## src/rtl/lsu_pkg.sv

```systemverilog
// ============================================================================
// Module      : lsu_pkg
// Description : Shared state encoding, funct3 codes and byte-mask helpers for
//               the LSU memory sequencer.
// Revision    : 1.0 - initial release
// ============================================================================
`default_nettype none

package lsu_pkg;

    typedef enum logic [1:0] {
        ST_IDLE  = 2'd0,
        ST_BEAT0 = 2'd1,
        ST_BEAT1 = 2'd2,
        ST_RESP  = 2'd3
    } lsu_state_t;

    localparam logic [2:0] C_F3_LB  = 3'b000;
    localparam logic [2:0] C_F3_LH  = 3'b001;
    localparam logic [2:0] C_F3_LW  = 3'b010;
    localparam logic [2:0] C_F3_LBU = 3'b100;
    localparam logic [2:0] C_F3_LHU = 3'b101;
    localparam logic [2:0] C_F3_SB  = 3'b000;
    localparam logic [2:0] C_F3_SH  = 3'b001;
    localparam logic [2:0] C_F3_SW  = 3'b010;

    localparam logic [3:0] C_MASK_B = 4'b0001;
    localparam logic [3:0] C_MASK_H = 4'b0011;
    localparam logic [3:0] C_MASK_W = 4'b1111;

    // Bit n of the result enables byte n of the two-word window {beat1, beat0}.
    function automatic logic [7:0] f_byte_mask(input logic [2:0] funct3,
                                               input logic [1:0] addr_lo);
        logic [3:0] w_base;
        case (funct3[1:0])
            2'b00:   w_base = C_MASK_B;
            2'b01:   w_base = C_MASK_H;
            default: w_base = C_MASK_W;
        endcase
        return {4'b0000, w_base} << addr_lo;
    endfunction

    function automatic logic f_legal(input logic [2:0] funct3,
                                     input logic       is_store);
        logic w_ok;
        if (is_store)
            w_ok = (funct3 == C_F3_SB) || (funct3 == C_F3_SH) || (funct3 == C_F3_SW);
        else
            w_ok = (funct3 == C_F3_LB) || (funct3 == C_F3_LH) || (funct3 == C_F3_LW) ||
                   (funct3 == C_F3_LBU) || (funct3 == C_F3_LHU);
        return w_ok;
    endfunction

endpackage

`default_nettype wire

```

## src/rtl/lsu_lane_align.sv

```systemverilog
// ============================================================================
// Module      : lsu_lane_align
// Description : Combinational byte-lane steering: access mask, shifted store
//               data and extended load data.
// Revision    : 1.0 - initial release
// ============================================================================
`default_nettype none

module lsu_lane_align
    import lsu_pkg::*;
(
    input  logic [2:0]  i_funct3,
    input  logic [1:0]  i_addr_lo,
    input  logic [31:0] i_wdata,
    input  logic [63:0] i_rdata64,
    output logic [7:0]  o_mask,
    output logic [63:0] o_wdata64,
    output logic [31:0] o_load_data
);

    logic [5:0]  w_shamt;
    logic [31:0] w_rdata;

    assign w_shamt   = {1'b0, i_addr_lo, 3'b000};
    assign o_mask    = f_byte_mask(i_funct3, i_addr_lo);
    assign o_wdata64 = {32'h0000_0000, i_wdata} << w_shamt;
    assign w_rdata   = 32'(i_rdata64 >> w_shamt);

    always_comb begin
        o_load_data = w_rdata;
        case (i_funct3)
            C_F3_LB:  o_load_data = {{24{w_rdata[7]}}, w_rdata[7:0]};
            C_F3_LH:  o_load_data = {{16{w_rdata[15]}}, w_rdata[15:0]};
            C_F3_LBU: o_load_data = {24'h000000, w_rdata[7:0]};
            C_F3_LHU: o_load_data = {16'h0000, w_rdata[15:0]};
            default:  o_load_data = w_rdata;
        endcase
    end

endmodule

`default_nettype wire

```

## src/rtl/lsu_mem_sequencer.sv

```systemverilog
// ============================================================================
// Module      : lsu_mem_sequencer
// Description : Sequences one load/store request into one or two word-aligned
//               memory beats and returns a single-cycle response.
// Revision    : 1.0 - initial release
// ============================================================================
`default_nettype none

module lsu_mem_sequencer
    import lsu_pkg::*;
#(
    parameter int unsigned SPLIT_EN = 1
)(
    input  logic        clk,
    input  logic        rst_n,
    input  logic        req_valid,
    output logic        req_ready,
    input  logic [31:0] req_instr,
    input  logic [31:0] req_addr,
    input  logic [31:0] req_wdata,
    output logic        resp_valid,
    output logic [31:0] resp_rdata,
    output logic        resp_err,
    output logic        mem_req,
    output logic [31:0] mem_addr,
    output logic [3:0]  mem_we,
    output logic [31:0] mem_wdata,
    input  logic        mem_ack,
    input  logic [31:0] mem_rdata
);

    lsu_state_t  r_state;
    lsu_state_t  w_next;
    logic [2:0]  r_funct3;
    logic        r_store;
    logic [31:0] r_addr;
    logic [31:0] r_wdata;
    logic [31:0] r_beat0_rdata;
    logic [31:0] r_resp_rdata;
    logic        r_resp_err;

    logic        w_accept;
    logic [7:0]  w_req_mask;
    logic        w_req_bad;
    logic [7:0]  w_mask;
    logic        w_misaligned;
    logic [63:0] w_wdata64;
    logic [63:0] w_rdata64;
    logic [31:0] w_load_data;
    logic [31:0] w_base_addr;

    // Request legality is judged on the live inputs so an error skips the beats.
    assign w_accept    = req_valid && (r_state == ST_IDLE);
    assign w_req_mask  = f_byte_mask(req_instr[14:12], req_addr[1:0]);
    assign w_req_bad   = !f_legal(req_instr[14:12], req_instr[5]) ||
                         ((|w_req_mask[7:4]) && (SPLIT_EN == 0));

    assign w_misaligned = |w_mask[7:4];
    assign w_base_addr  = {r_addr[31:2], 2'b00};
    assign w_rdata64    = (r_state == ST_BEAT1) ? {mem_rdata, r_beat0_rdata}
                                                : {32'h0000_0000, mem_rdata};

    lsu_lane_align u_align (
        .i_funct3    (r_funct3),
        .i_addr_lo   (r_addr[1:0]),
        .i_wdata     (r_wdata),
        .i_rdata64   (w_rdata64),
        .o_mask      (w_mask),
        .o_wdata64   (w_wdata64),
        .o_load_data (w_load_data)
    );

    always_comb begin
        w_next     = r_state;
        req_ready  = 1'b0;
        resp_valid = 1'b0;
        mem_req    = 1'b0;
        mem_addr   = 32'h0000_0000;
        mem_we     = 4'h0;
        mem_wdata  = 32'h0000_0000;
        case (r_state)
            ST_IDLE: begin
                req_ready = 1'b1;
                if (w_accept)
                    w_next = w_req_bad ? ST_RESP : ST_BEAT0;
            end
            ST_BEAT0: begin
                mem_req   = 1'b1;
                mem_addr  = w_base_addr;
                mem_we    = r_store ? w_mask[3:0] : 4'h0;
                mem_wdata = w_wdata64[31:0];
                if (mem_ack)
                    w_next = w_misaligned ? ST_BEAT1 : ST_RESP;
            end
            ST_BEAT1: begin
                mem_req   = 1'b1;
                mem_addr  = w_base_addr + 32'd4;
                mem_we    = r_store ? w_mask[7:4] : 4'h0;
                mem_wdata = w_wdata64[63:32];
                if (mem_ack)
                    w_next = ST_RESP;
            end
            ST_RESP: begin
                resp_valid = 1'b1;
                w_next     = ST_IDLE;
            end
            default: w_next = ST_IDLE;
        endcase
    end

    always_ff @(posedge clk or negedge rst_n) begin
        if (!rst_n) begin
            r_state       <= ST_IDLE;
            r_funct3      <= 3'b000;
            r_store       <= 1'b0;
            r_addr        <= 32'h0000_0000;
            r_wdata       <= 32'h0000_0000;
            r_beat0_rdata <= 32'h0000_0000;
            r_resp_rdata  <= 32'h0000_0000;
            r_resp_err    <= 1'b0;
        end else begin
            r_state <= w_next;
            if (w_accept) begin
                r_funct3 <= req_instr[14:12];
                r_store  <= req_instr[5];
                r_addr   <= req_addr;
                r_wdata  <= req_wdata;
            end
            if ((r_state == ST_BEAT0) && mem_ack)
                r_beat0_rdata <= mem_rdata;
            // Response fields are only refreshed on entry to RESP and held otherwise.
            if ((w_next == ST_RESP) && (r_state != ST_RESP)) begin
                r_resp_err   <= (r_state == ST_IDLE);
                r_resp_rdata <= ((r_state == ST_IDLE) || r_store) ? 32'h0000_0000 : w_load_data;
            end
        end
    end

    assign resp_rdata = r_resp_rdata;
    assign resp_err   = r_resp_err;

endmodule

`default_nettype wire

```

## config.mk

```make
export PLATFORM = sky130hd
export DESIGN_NAME = lsu_mem_sequencer
export DESIGN_NICKNAME = d
export VERILOG_FILES = /design/src/rtl/lsu_pkg.sv /design/src/rtl/lsu_lane_align.sv /design/src/rtl/lsu_mem_sequencer.sv
export SDC_FILE = /design/constraint.sdc
export NUM_CORES = 1
export LEC_CHECK = 0
export ABC_AREA = 1
export ABC_CLOCK_PERIOD_IN_PS = 4400
export CAP_MARGIN = 40
export CORE_MARGIN = 3
export CORE_UTILIZATION = 47
export CTS_CLUSTER_SIZE = 30
export DETAILED_ROUTE_END_ITERATION = 8
export PLACE_DENSITY = 0.78
export SETUP_SLACK_MARGIN = 0.02
export SLEW_MARGIN = 0
export SYNTH_ARGS = -nofsm -noshare
export SYNTH_HDL_FRONTEND = slang
export SYNTH_SLANG_ARGS = --single-unit
export TNS_END_PERCENT = 5
```

## constraint.sdc

```tcl
create_clock -name clk -period 4.4 [get_ports clk]
set_clock_uncertainty 0.15 [all_clocks]
set_input_delay 0.88 -clock clk [delete_from_list [all_inputs] [get_ports clk]]
set_output_delay 0.88 -clock clk [all_outputs]
set_load 0.05 [all_outputs]
```

==> metrics.txt <==
IO buf count 205; hold buffers post-CTS 0; Final Non-Filler Cells 1666; setup TNS 0 ps; CP Data Arrival Time 3180 ps; HP Class reg2reg; Max clock buf depth 2; outcome finished clean; Die Wd 142.8 um; drt first pass iters 5; crit path capture type primary output; postcts setup bufs 0; leakage 0.005345 uW; clock tree from TritonCTS done; Routed WL per cell 17.35 um; Nets 1561; CP Data Required Time 3370 ps; drt total wl 28.91 mm; Core Region 18150 um^2; GRT Util Overall 28.24%; peak supply drop 0.5624 mV; full die area 20380 um^2; Die Ht 142.8 um; via count 9458; synthesized instance count 1253; min-delay src resp_rdata[6]$_DFFE_PN0P_; H-tree Lvls 4; critical path startpoint r_state[0]$_DFF_PN0_; # IOs 236; library cells used by synthesis 44; Max Slew Vio Count 0; post_cts resized 0; most used flip-flop cell after synthesis dfrtp_1; register area share after synthesis 38.43%; share of layout cells above drive strength 1 10.72%; Num CTS Buffers 17; commonest cells after routing, fill and taps aside nand2_1, clkdlybuf4s50_1, dfrtp_1; clk slew on worst S/H paths 60 ps; worst skew pair latency 420 ps; Rows 49; Ys Warns 0; async set-reset flop share out of synthesis 100.0%; DRC viols 0; Crit Path Class reg2out; first-pass GRT wire length 46.07 mm; Sink Count 135; Routed Antenna Nets 0; post-synthesis cell area 8791 um^2; Worst slew margin 45.27%; CTS Root Cell clkbuf_16; Tcrit/Tclk final 95.59%; initial antenna violation count 2; DR vias/cell 5.677; # Max-Cap Violations 0; placed cells 1634; largest net degree at the start of global routing 85; Setup violations, final 0; commonest non-fill, non-tap cell in the layout nand2_1; Routability Congestion 0.9098; Iter 0 DRT Violations 832; Syn Area/Cell 7.016 um^2; number of synthesized flops with an enable pin 0; Fin. Hold Viols 0; flops & latches, synth 135; Period minus WS final 4206 ps; initial core utilization 48.44%; detailed placement HPWL 20.86 mm; Fmax 237.8 MHz; Power Density 903.9 nW/um^2; worst-margin pin slew 820.9 ps; crit path launch type flip-flop; RSZ-0062 raised after global routing no; vias in the first global route 8956; critical path peak fanout 13; Layout Area Growth over Synthesis 31.80%; gr ovfl total 0; Ant. Diodes 0; FF-to-FF Start r_state[0]$_DFF_PN0_
kinds of logic (layout without fill, tap and decap cells):
group,Yosys count,after routing,share of synthesized area (%)
compound gates,258,258,15.77
xor+xnor,1,1,0.09965
fa+ha+maj,5,5,0.7116
buf+inv,161,344,8.155
flops,135,135,38.43
mux,51,51,6.533
other cells,1,2,0.04266
simple gates,641,641,30.26
critical path, cell delays in order (launching register included):
cell and delay, ps:
dfrtp_1 390, inv_1 100, ha_1 350, buf_4 170
nand2_1 230, clkinv_1 120, buf_4 210, o21ai_0 110
a31oi_1 210, clkdlybuf4s50_1 840
metrics by stage:
step / setup WS (ps) / total power [uW] / area [um^2] / utilization, % / hold slack [ps]
after floorplan: 588.7 / 6917 / 8795 / - / 303.4
after global placement: 618.9 / 8739 / 10930 / 60.25 / 316.3
after detailed placement: 597.5 / 8825 / 10930 / 60.25 / 318.7
after CTS: 136.3 / 10430 / 11580 / 63.80 / 335.6
after global routing: 30.40 / 11180 / 11590 / 63.84 / 349.8
final: 194.2 / 10470 / 11590 / 63.84 / 333.2
power breakdown:
group,switching (uW),internal (uW),leakage (uW),total [uW]
clock,601,963,0.000311,1560
sequential,484,1800,0.00163,2280
combinational,4510,2110,0.00340,6630
total,5600,4880,0.00535,10500
cells in the mapped netlist (7+ instances only):
| master | n | area [um^2] |
|---|---|---|
| mux2_2 | 51 | 574.3 |
| nand2_1 | 408 | 1531 |
| nand4_1 | 8 | 50.05 |
| inv_1 | 78 | 292.8 |
| buf_2 | 36 | 180.2 |
| buf_4 | 11 | 82.58 |
| nor2_1 | 79 | 296.5 |
| a31oi_1 | 13 | 81.33 |
| o21ai_1 | 13 | 65.06 |
| clkbuf_1 | 21 | 78.83 |
| o21ai_0 | 85 | 425.4 |
| nand3_1 | 121 | 605.6 |
| dfrtp_1 | 135 | 3378 |
| nor3_1 | 10 | 50.05 |
| o211ai_1 | 7 | 52.55 |
| a21oi_1 | 118 | 590.6 |
path summary, 6_finish.rpt:
kind                            slack [ps]                             to  depth (start not counted)
worst max-delay path                   190                  mem_wdata[25]                          9
worst max register to register        1610     resp_rdata[23]$_DFFE_PN0P_                         11
min in group asynchronous              360  r_beat0_rdata[29]$_DFFE_PN0P_                          1
max in group asynchronous             2990          r_addr[1]$_DFFE_PN0P_                          2
worst min register to register         330      resp_rdata[6]$_DFFE_PN0P_                          2
worst min-delay path                   330      resp_rdata[6]$_DFFE_PN0P_                          2
layout make-up:
class | count | area, um^2
fillers | 1616 | 6561
multi-input cells | 958 | 4707
flip-flops and latches | 135 | 3379
repair buffers | 226 | 2241
clock buffers | 17 | 425.4
inverters | 86 | 329.1
well taps | 229 | 286.5
clock inverters | 15 | 217.7
routing by layer:
layer | share of wire, % | vias to the layer above | global-route usage, % | wire, um
met5 | 0.12 | - | 0 | 34
met4 | 2.9 | 4 | 9.855 | 848
met3 | 8.6 | 68 | 6.832 | 2488
met2 | 47 | 475 | 45.38 | 13550
met1 | 41 | 4425 | 37.43 | 11990
li1 | - | 4486 | - | -
flip-flops by register name (all words and copies together), names as in the netlist:
| signal | flops |
|---|---|
| r_addr | 32 |
| r_funct3 | 3 |
| resp_err | 1 |
| resp_rdata | 32 |
| r_state | 2 |
| r_beat0_rdata | 32 |
| r_wdata | 32 |
| r_store | 1 |
No activity file was read; power rests on OpenSTA's default activity.
